$ cat src/rtl/mem_arbiter_if.sv
`default_nettype none
// ============================================================================
//  Module      : mem_arbiter_if
//  Description : Bundle of the two requester ports and the single-port
//                memory bus handled by mem_arbiter.
//  Revision    : 1.0 - initial release
// ============================================================================
interface mem_arbiter_if #(
    parameter int WORD_SIZE    = 10,
    parameter int ADDRESS_SIZE = 8
);
    // Requester side
    logic                    req0;
    logic                    req1;
    logic                    we0;
    logic                    we1;
    logic [ADDRESS_SIZE-1:0] addr0;
    logic [ADDRESS_SIZE-1:0] addr1;
    logic [WORD_SIZE-1:0]    wdata0;
    logic [WORD_SIZE-1:0]    wdata1;
    logic                    gnt0;
    logic                    gnt1;
    logic                    done0;
    logic                    done1;
    logic [WORD_SIZE-1:0]    rdata0;
    logic [WORD_SIZE-1:0]    rdata1;
    logic                    busy;

    // Memory side
    logic [ADDRESS_SIZE-1:0] mem_addr;
    logic [WORD_SIZE-1:0]    mem_din;
    logic                    mem_we;
    logic [WORD_SIZE-1:0]    mem_dout;

    // Arbiter view
    modport slave (
        input  req0, req1, we0, we1, addr0, addr1, wdata0, wdata1, mem_dout,
        output gnt0, gnt1, done0, done1, rdata0, rdata1, busy,
               mem_addr, mem_din, mem_we
    );

    // Requester / memory environment view
    modport master (
        output req0, req1, we0, we1, addr0, addr1, wdata0, wdata1, mem_dout,
        input  gnt0, gnt1, done0, done1, rdata0, rdata1, busy,
               mem_addr, mem_din, mem_we
    );
endinterface
`default_nettype wire

$ cat src/rtl/mem_arbiter.sv
`default_nettype none
// ============================================================================
//  Module      : mem_arbiter
//  Description : Round-robin arbiter and access sequencer letting the CPU
//                data path (port 0) and program loader (port 1) share one
//                single-port memory. One access every 3 cycles at most.
//  Revision    : 1.0 - initial release
// ============================================================================
module mem_arbiter #(
    parameter int WORD_SIZE    = 10,
    parameter int ADDRESS_SIZE = 8
) (
    input  logic         clk,
    input  logic         reset,
    mem_arbiter_if.slave bus
);
    typedef enum logic [1:0] {
        ST_IDLE    = 2'd0,
        ST_ISSUE   = 2'd1,
        ST_CAPTURE = 2'd2,
        ST_DONE    = 2'd3
    } state_t;

    state_t                  r_state;
    state_t                  w_state_next;
    logic                    w_accept;
    logic                    w_winner;
    logic                    w_sel_we;
    logic [ADDRESS_SIZE-1:0] w_sel_addr;
    logic [WORD_SIZE-1:0]    w_sel_wdata;

    logic                    r_owner;
    logic                    r_prio;
    logic                    r_is_write;
    logic                    r_gnt0;
    logic                    r_gnt1;
    logic                    r_done0;
    logic                    r_done1;
    logic                    r_mem_we;
    logic [ADDRESS_SIZE-1:0] r_mem_addr;
    logic [WORD_SIZE-1:0]    r_mem_din;
    logic [WORD_SIZE-1:0]    r_rdata0;
    logic [WORD_SIZE-1:0]    r_rdata1;

    // State register
    always_ff @(posedge clk) begin
        if (reset) begin
            r_state <= ST_IDLE;
        end else begin
            r_state <= w_state_next;
        end
    end

    // Next state; arbitration happens only in IDLE or DONE, so requests are
    // ignored while an access is in flight
    always_comb begin
        w_state_next = r_state;
        w_accept     = 1'b0;
        // A lone requester always wins; under contention the pointer decides
        w_winner     = (bus.req0 && bus.req1) ? r_prio : bus.req1;
        case (r_state)
            ST_IDLE, ST_DONE: begin
                if (bus.req0 || bus.req1) begin
                    w_accept     = 1'b1;
                    w_state_next = ST_ISSUE;
                end else begin
                    w_state_next = ST_IDLE;
                end
            end
            ST_ISSUE:   w_state_next = ST_CAPTURE;
            ST_CAPTURE: w_state_next = ST_DONE;
            default:    w_state_next = ST_IDLE;
        endcase
    end

    // Winner's request fields
    always_comb begin
        w_sel_we    = w_winner ? bus.we1    : bus.we0;
        w_sel_addr  = w_winner ? bus.addr1  : bus.addr0;
        w_sel_wdata = w_winner ? bus.wdata1 : bus.wdata0;
    end

    // Transaction registers, pulses and read-data capture
    always_ff @(posedge clk) begin
        if (reset) begin
            r_owner    <= 1'b0;
            r_prio     <= 1'b0;
            r_is_write <= 1'b0;
            r_gnt0     <= 1'b0;
            r_gnt1     <= 1'b0;
            r_done0    <= 1'b0;
            r_done1    <= 1'b0;
            r_mem_we   <= 1'b0;
            r_mem_addr <= '0;
            r_mem_din  <= '0;
            r_rdata0   <= '0;
            r_rdata1   <= '0;
        end else begin
            r_gnt0   <= w_accept && !w_winner;
            r_gnt1   <= w_accept &&  w_winner;
            r_done0  <= (r_state == ST_CAPTURE) && !r_owner;
            r_done1  <= (r_state == ST_CAPTURE) &&  r_owner;
            // Write strobe lives only in ISSUE; address/data keep their value
            r_mem_we <= w_accept && w_sel_we;
            if (w_accept) begin
                r_owner    <= w_winner;
                r_prio     <= ~w_winner;
                r_is_write <= w_sel_we;
                r_mem_addr <= w_sel_addr;
                r_mem_din  <= w_sel_wdata;
            end
            // Memory output is valid in CAPTURE, one cycle after ISSUE
            if ((r_state == ST_CAPTURE) && !r_is_write) begin
                if (r_owner) begin
                    r_rdata1 <= bus.mem_dout;
                end else begin
                    r_rdata0 <= bus.mem_dout;
                end
            end
        end
    end

    assign bus.gnt0     = r_gnt0;
    assign bus.gnt1     = r_gnt1;
    assign bus.done0    = r_done0;
    assign bus.done1    = r_done1;
    assign bus.rdata0   = r_rdata0;
    assign bus.rdata1   = r_rdata1;
    assign bus.busy     = (r_state != ST_IDLE);
    assign bus.mem_addr = r_mem_addr;
    assign bus.mem_din  = r_mem_din;
    assign bus.mem_we   = r_mem_we;

endmodule
`default_nettype wire

$ cat src/flat_wrapper.sv
// flat-port wrapper written by rule: the top's interface ports become plain ports
module mem_arbiter_flat 
#(
    parameter int WORD_SIZE    = 10,
    parameter int ADDRESS_SIZE = 8
)
  (clk, reset, bus_req0, bus_req1, bus_we0, bus_we1, bus_addr0, bus_addr1, bus_wdata0, bus_wdata1, bus_mem_dout, bus_gnt0, bus_gnt1, bus_done0, bus_done1, bus_rdata0, bus_rdata1, bus_busy, bus_mem_addr, bus_mem_din, bus_mem_we);
  mem_arbiter_if #(.WORD_SIZE(WORD_SIZE), .ADDRESS_SIZE(ADDRESS_SIZE)) bus_i ();
  input  logic clk;
  input  logic reset;
  input wire logic [$bits(bus_i.req0)-1:0] bus_req0;
  input wire logic [$bits(bus_i.req1)-1:0] bus_req1;
  input wire logic [$bits(bus_i.we0)-1:0] bus_we0;
  input wire logic [$bits(bus_i.we1)-1:0] bus_we1;
  input wire logic [$bits(bus_i.addr0)-1:0] bus_addr0;
  input wire logic [$bits(bus_i.addr1)-1:0] bus_addr1;
  input wire logic [$bits(bus_i.wdata0)-1:0] bus_wdata0;
  input wire logic [$bits(bus_i.wdata1)-1:0] bus_wdata1;
  input wire logic [$bits(bus_i.mem_dout)-1:0] bus_mem_dout;
  output wire logic [$bits(bus_i.gnt0)-1:0] bus_gnt0;
  output wire logic [$bits(bus_i.gnt1)-1:0] bus_gnt1;
  output wire logic [$bits(bus_i.done0)-1:0] bus_done0;
  output wire logic [$bits(bus_i.done1)-1:0] bus_done1;
  output wire logic [$bits(bus_i.rdata0)-1:0] bus_rdata0;
  output wire logic [$bits(bus_i.rdata1)-1:0] bus_rdata1;
  output wire logic [$bits(bus_i.busy)-1:0] bus_busy;
  output wire logic [$bits(bus_i.mem_addr)-1:0] bus_mem_addr;
  output wire logic [$bits(bus_i.mem_din)-1:0] bus_mem_din;
  output wire logic [$bits(bus_i.mem_we)-1:0] bus_mem_we;
  assign bus_i.req0 = bus_req0;
  assign bus_i.req1 = bus_req1;
  assign bus_i.we0 = bus_we0;
  assign bus_i.we1 = bus_we1;
  assign bus_i.addr0 = bus_addr0;
  assign bus_i.addr1 = bus_addr1;
  assign bus_i.wdata0 = bus_wdata0;
  assign bus_i.wdata1 = bus_wdata1;
  assign bus_i.mem_dout = bus_mem_dout;
  assign bus_gnt0 = bus_i.gnt0;
  assign bus_gnt1 = bus_i.gnt1;
  assign bus_done0 = bus_i.done0;
  assign bus_done1 = bus_i.done1;
  assign bus_rdata0 = bus_i.rdata0;
  assign bus_rdata1 = bus_i.rdata1;
  assign bus_busy = bus_i.busy;
  assign bus_mem_addr = bus_i.mem_addr;
  assign bus_mem_din = bus_i.mem_din;
  assign bus_mem_we = bus_i.mem_we;
  mem_arbiter #(.WORD_SIZE(WORD_SIZE), .ADDRESS_SIZE(ADDRESS_SIZE)) u_core (.clk(clk), .reset(reset), .bus(bus_i));
endmodule
$ cat config.mk
export PLATFORM = sky130hd
export DESIGN_NAME = mem_arbiter_flat
export DESIGN_NICKNAME = d
export VERILOG_FILES = /design/src/rtl/mem_arbiter_if.sv /design/src/rtl/mem_arbiter.sv /design/src/flat_wrapper.sv
export SDC_FILE = /design/constraint.sdc
export NUM_CORES = 1
export LEC_CHECK = 0
export CAP_MARGIN = 5
export CORE_MARGIN = 5
export CORE_UTILIZATION = 35
export CTS_CLUSTER_SIZE = 24
export DETAILED_ROUTE_END_ITERATION = 10
export HOLD_SLACK_MARGIN = 0.03
export MAX_ROUTING_LAYER = met4
export PLACE_DENSITY = 0.75
export SLEW_MARGIN = 20
export SYNTH_ARGS = -nofsm -noshare
export SYNTH_HDL_FRONTEND = slang
export SYNTH_SLANG_ARGS = --single-unit
$ cat constraint.sdc
create_clock -name clk -period 1.6 [get_ports clk]
set_input_delay 0.24 -clock clk [delete_from_list [all_inputs] [get_ports clk]]
set_output_delay 0.24 -clock clk [all_outputs]
set_load 0.01 [all_outputs]
==> results of run 1 <==
==> cells in the final DEF (no fill, tap or decap), types with 2 or more instances in the layout <==
cell	n
dfxtp_1	48
clkdlybuf4s50_1	94
mux2i_1	20
a221o_1	19
nor2_1	22
nor3b_1	20
buf_4	2
clkbuf_8	6
clkinv_2	2
buf_12	4
inv_1	3
a21o_1	2
==> power breakdown <==
group	internal (mW)	total (mW)	switching (mW)
logic	0.936	1.57	0.636
registers	1.45	1.57	0.124
clock network	0.345	0.730	0.385
==> area by class of cell <==
cell class | instances | area share (%)
Inverter | 3 | 0.380
Clock buffer | 6 | 2.78
Tap cell | 70 | 2.95
Multi-Input combinational cell | 97 | 25.9
Timing Repair Buffer | 101 | 35.2
Clock inverter | 2 | 0.338
Sequential cell | 48 | 32.4
==> per-stage QoR <==
step                      std cells  instance area [um^2]  setup WS (ns)  hold WS, ns  power, mW
final                           327                  2970          0.102        0.498       3.88
after detailed placement        319                  2860         0.0115        0.482       3.17
after global routing            327                  2970         0.0251        0.531       4.13
after CTS                       327                  2950       0.000918        0.504       3.89
after floorplan                 161                  1800         0.0959        0.365       2.35
after global placement          319                  2860         0.0400        0.477       3.15
==> routing by layer <==
metal | GRT usage (%) | share of wire (%)
met2 | 21.6 | 44
met3 | 6.91 | 14
met4 | 3.99 | 0.46
met5 | - | 0
met1 | 16.7 | 41
==> logic make-up after synthesis <==
logic type | count (synthesis)
adders and majority gates | 2
muxes | 20
and+or+nand+nor | 51
buffers and inverters | 16
DFF | 48
AOI/OAI and AO/OA | 24
==> registers in the layout, indices dropped and copies added, names as in the netlist, 2 cells and up <==
name,count
u_core.bus.mem_din,10
u_core.bus.rdata1,10
u_core.bus.mem_addr,8
u_core.r_state,2
u_core.bus.rdata0,10
==> what timing repair did <==
| action | 4_1_cts | 5_1_grt |
|---|---|---|
| endpoints found under the hold margin | 0 | 0 |
| gates resized for setup | 1 | 1 |
| setup endpoints to repair | 1 | 19 |
| hold buffers | 0 | 0 |
| cloned | 0 | 0 |
==> final timing paths <==
path                                            from                     to  slack [ns]  cells past startpoint
worst min register to register  u_core.bus.rdata1[3]   u_core.bus.rdata1[3]        0.50                      2
worst max-delay path               u_core.r_state[0]  u_core.bus.mem_din[3]        0.10                      6
worst min-delay path            u_core.bus.rdata1[3]   u_core.bus.rdata1[3]        0.50                      2
worst max register to register     u_core.r_state[0]  u_core.bus.mem_din[3]        0.10                      6
==> worst max-delay path, delay by kind of cell (launching register included) <==
kind | cells | cell delay, ns
flops | 1 | 0.31
buf+inv | 2 | 0.22
compound gates | 2 | 0.54
fa+ha+maj | 1 | 0.26
simple gates | 1 | 0.06
==> flow_metrics.tcl, run 1 <==
set metrics [dict create \
    n_antenna_cell 0 \
    row_count 26 \
    start_util_pct 35.7 \
    dpl.hpwl_mm 3.45 \
    clock-sinks 48 \
    power_density_nw_per_um2 1310 \
    multi_input_area_um2 768 \
    cts_max_level 2 \
    drc_errors 0 \
    grtUsageTotal_pct 14.2 \
    cts_buffers 5 \
    netlist.area_leader.share_pct 53.3 \
    synth_mux_area_share_pct 11.1 \
    post_synth_instance_area_um2 1800 \
    cts_buffer_depth 2 \
    regArea_um2 961 \
    crit_type "reg -> reg" \
    port_buffers 95 \
    grt_pass1_vias 1501 \
    syn_nets 215 \
    synthTopCellsByCount "dfxtp_1 (48), nor2_1 (22), nor3b_1 (21)" \
    die_h_um 81.8 \
    finish.utilization_pct 58.8 \
    setup_violations 0 \
    worstHoldPathType "reg -> reg" \
    peakVddDrop_mv 0.629 \
    dieWidth_um 81.8 \
    tightestPinTransition_ns 0.320 \
    crit_chain "inv_1, ha_4, o21ba_2, buf_12, nor3b_1, a221o_1" \
    io_pins 96 \
    gr-total-overflow 0 \
    syn_inst 161 \
    drt_wl_total_mm 4.53 \
    synth_top_family_by_area "simple AND/OR/NAND/NOR gates" \
    relSlewSlack_pct 78.7 \
    yosysMostFrequentCell "dfxtp_1" \
    worst_setup_path_end_kind "register" \
    gp_congestion 0.772 \
    ys_types 24 \
    synthSimpleGateAreaFrac_pct 16.5 \
    ys_ff_latch 48 \
    design.core.area_um2 5040 \
    min_period_ns 1.50 \
    worstPathRequired_ns 1.78 \
    vias 1534 \
    ys.flop_type "dfxtp_1" \
    synth_edf_count 0 \
    start_kind "register" \
    antenna_found_initial 0 \
    slew_viol_final 0 \
    fin_nets 310 \
    synthXorXnorAreaFrac_pct 0 \
    clkSlewWorstSetupHoldPaths_ns 0.09 \
    cpPeakStageDelay_ns 0.31 \
    synth_area_leaders "dfxtp_1 (53%), mux2i_1 (11%), a221o_1 (11%), nor3b_1 (8.8%), nor2_1 (4.6%)" \
    first_iter_violations 50 \
    fmax_mhz 667 \
    power.leakage_nw 1.18 \
    synth-compound-area-share_pct 12.7 \
    final-hold-violation-count 0 \
    drive_gt1_share_pct 7.39 \
    async_flop_share_pct 0 \
    yosys.area.top_type "dfxtp_1" \
    postCtsSetupBuffers 0 \
    rsz0062_at_grt "no" \
    avgViaCountPerCell 4.69 \
    clkLatencyLatePin_ns 0.30 \
    wl_per_cell_um 13.9 \
    finalClockSkew_ns 0.00665 \
    dr.pass1.iters 4 \
    period_share_pct 93.6 \
    yosysWarnings 0 \
    synth_fa_ha_area_share_pct 1.39 \
    die_area_um2 6680 \
    grt_max_degree 32 \
    antenna_left 0 \
    ys_seq_area_share_pct 53.3 \
    fillCellCount 462 \
    cp.arrival_ns 1.68 \
    maxCapViolations 0 \
    outcome "complete, no violations" \
    cts_tree "yes" \
    critPathSlowestCell "dfxtp_1" \
    area_delta_synth_final_pct 64.6 \
    grt_pass1_wl_mm 7.01 \
    syn_area_per_cell_um2 11.2 \
    root_buffer "clkbuf_8" \
    finalSetupTns_ns 0 \
    crit_fanout 21 \
]
(Power assumes the default switching activity.)
==> run 2: changes to the inputs <==
--- a/config.mk
+++ b/config.mk
@@ -7,12 +7,12 @@
 export LEC_CHECK = 0
 export CAP_MARGIN = 5
 export CORE_MARGIN = 5
-export CORE_UTILIZATION = 35
+export CORE_UTILIZATION = 25
 export CTS_CLUSTER_SIZE = 24
 export DETAILED_ROUTE_END_ITERATION = 10
 export HOLD_SLACK_MARGIN = 0.03
 export MAX_ROUTING_LAYER = met4
-export PLACE_DENSITY = 0.75
+export PLACE_DENSITY = 0.56
 export SLEW_MARGIN = 20
 export SYNTH_ARGS = -nofsm -noshare
 export SYNTH_HDL_FRONTEND = slang
==> run 2 against run 1 <==
Clock skew fell by 0.0032 ns. Worst setup slack got worse by 0.015 ns. Combinational power rose by 3%. Total power rose by 1.3%. Design area rose by 1.3%. Sequential power barely moved. Largest power group is now combinational logic. Hold slack got worse by 0.080 ns. Routed wire length rose by 9.1%. Sequential share of layout area fell by 0.42 points. Non-clock buffer count rose by 1. Register-to-register slack barely moved. Global-route usage fell by 2.9 points. Largest cell class unchanged.
==> flow_metrics.tcl, run 2 (synthesis gave the netlist of run 1 again) <==
set metrics [dict create \
    outcome "complete, no violations" \
    cp_top_family "compound AO/OA/AOI/OAI gates" \
    power.leakage_nw 1.18 \
    min_period_ns 1.51 \
    whs_ns 0.418 \
    worst_setup_path_end_kind "register" \
    gr-total-overflow 0 \
    power_frac_clock_pct 19.1 \
    wl_per_cell_um 13.8 \
    io_pins 96 \
    tightestPinTransition_ns 0.302 \
    peakVddDrop_mv 0.520 \
    area_delta_synth_final_pct 66.7 \
    setup_violations 0 \
    cts_resized 2 \
    dr.pass1.iters 4 \
    cts_tree "yes" \
    start_kind "register" \
    antenna_found_initial 0 \
    power.internal_mw 2.74 \
    fin_nets 311 \
    fmax_mhz 661 \
    crit_type "reg -> reg" \
    dieWidth_um 94.9 \
    fin_cells 357 \
    power_density_nw_per_um2 1310 \
    netSwitchingPower_mw 1.18 \
    die_area_um2 9010 \
    cpPeakStageDelay_ns 0.32 \
    cts_buffers 5 \
    crit_buf_inv 2 \
    postCtsSetupBuffers 0 \
    clkLatencyLatePin_ns 0.29 \
    cts_max_level 2 \
    finish.utilization_pct 42.1 \
    crit_fanout 21 \
    cts_buffer_depth 2 \
    grt_pass1_vias 1634 \
    gp_congestion 0.683 \
    vias 1562 \
    dpl.hpwl_mm 3.56 \
    swShare_pct 30.1 \
    rsz0062_at_grt "no" \
    final_common_cell "clkdlybuf4s50_1" \
    period_share_pct 94.6 \
    start_util_pct 25.2 \
    p_seq_share_pct 40.1 \
    finalClockSkew_ns 0.00347 \
    row_count 31 \
    grt_pass1_wl_mm 7.76 \
    clock-sinks 48 \
    avgViaCountPerCell 4.38 \
    fillCellCount 732 \
    drive_gt1_share_pct 8.14 \
    worstPathRequired_ns 1.79 \
    n_antenna_cell 0 \
    design.core.area_um2 7140 \
    cp.arrival_ns 1.70 \
    worst_slack_ns 0.0870 \
    pre_cts_ws_ns -0.0147 \
    grt_max_degree 28 \
    mostFrequentLayoutCells "clkdlybuf4s50_1 (93), dfxtp_1 (48), nor2_1 (22)" \
    drt_wl_total_mm 4.94 \
    worstHoldPathType "in -> reg" \
    antenna_left 0 \
    drc_errors 0 \
    first_iter_violations 60 \
    dp_cells 349 \
    slew_viol_final 0 \
    relSlewSlack_pct 79.9 \
    root_buffer "clkbuf_8" \
    finalPower_mw 3.93 \
    die_h_um 94.9 \
    clkSlewWorstSetupHoldPaths_ns 0.09 \
    port_buffers 95 \
    crit_chain "inv_1, ha_4, o21ba_2, buf_12, nor3b_1, a221o_1" \
    cts_hold_buf 0 \
    final-hold-violation-count 0 \
    critPathSlowestCell "dfxtp_1" \
    maxCapViolations 0 \
    grtUsageTotal_pct 11.3 \
    combPwrFrac_pct 40.9 \
]
-- run 2: cell count changes in the layout (fill, tap and decap cells not counted), sizes merged --
cell / before / now
buf: 6 / 8
clkdlybuf4s50: 94 / 93
-- run 2: path summary, 6_finish.rpt --
check                      endpoint  slack, ns  cells after the start            startpoint
max          u_core.bus.mem_addr[7]       0.09                      6     u_core.r_state[0]
min reg2reg    u_core.bus.rdata1[2]       0.50                      2  u_core.bus.rdata1[2]
min                 u_core.bus.gnt1       0.42                      3                 reset
max reg2reg  u_core.bus.mem_addr[7]       0.09                      6     u_core.r_state[0]
-- run 2: metrics by stage --
step	cell area, um^2	setup TNS (ns)
2_1_floorplan	1800	0
3_3_place_gp	2900	0
3_5_place_dp	2900	-0.0289
4_1_cts	3000	0
5_1_grt	3000	0
6_report	3000	0
-- run 2: cell type report --
type | instances | area (um^2) | share of cell area [%]
clock buffer | 6 | 82.6 | 2.75
clock inverter | 2 | 10.0 | 0.333
tap | 99 | 124 | 4.12
sequential | 48 | 961 | 32.0
inverter | 3 | 11.3 | 0.375
timing repair buffer | 102 | 1050 | 34.9
multi-input combinational | 97 | 768 | 25.6
-- run 2: routing by layer --
| layer | vias up | share of wire [%] | GRT usage, % | routed length, um |
|---|---|---|---|---|
| met4 | 0 | 0.63 | 2.52 | 31 |
| met2 | 78 | 43 | 17.0 | 2150 |
| met1 | 708 | 47 | 14.1 | 2310 |
| met5 | - | 0 | - | 0 |
| met3 | 3 | 9.1 | 4.94 | 448 |
| li1 | 773 | - | - | - |
-- run 2: worst reg2reg max path, cell delays in order, from the launching register on --
cell     delay, ns
dfxtp_1       0.32
inv_1         0.07
ha_4          0.26
o21ba_2       0.26
buf_12        0.16
nor3b_1       0.07
a221o_1       0.27
-- run 2: power groups by stage --
stage | clock network [mW] | logic [mW] | registers (mW)
4_1_cts | 0.788 | 1.64 | 1.58
5_1_grt | 0.841 | 1.75 | 1.60
2_1_floorplan | 0 | 0.669 | 1.68
3_5_place_dp | 0 | 1.61 | 1.60
6_report | 0.749 | 1.61 | 1.57
3_3_place_gp | 0 | 1.60 | 1.60
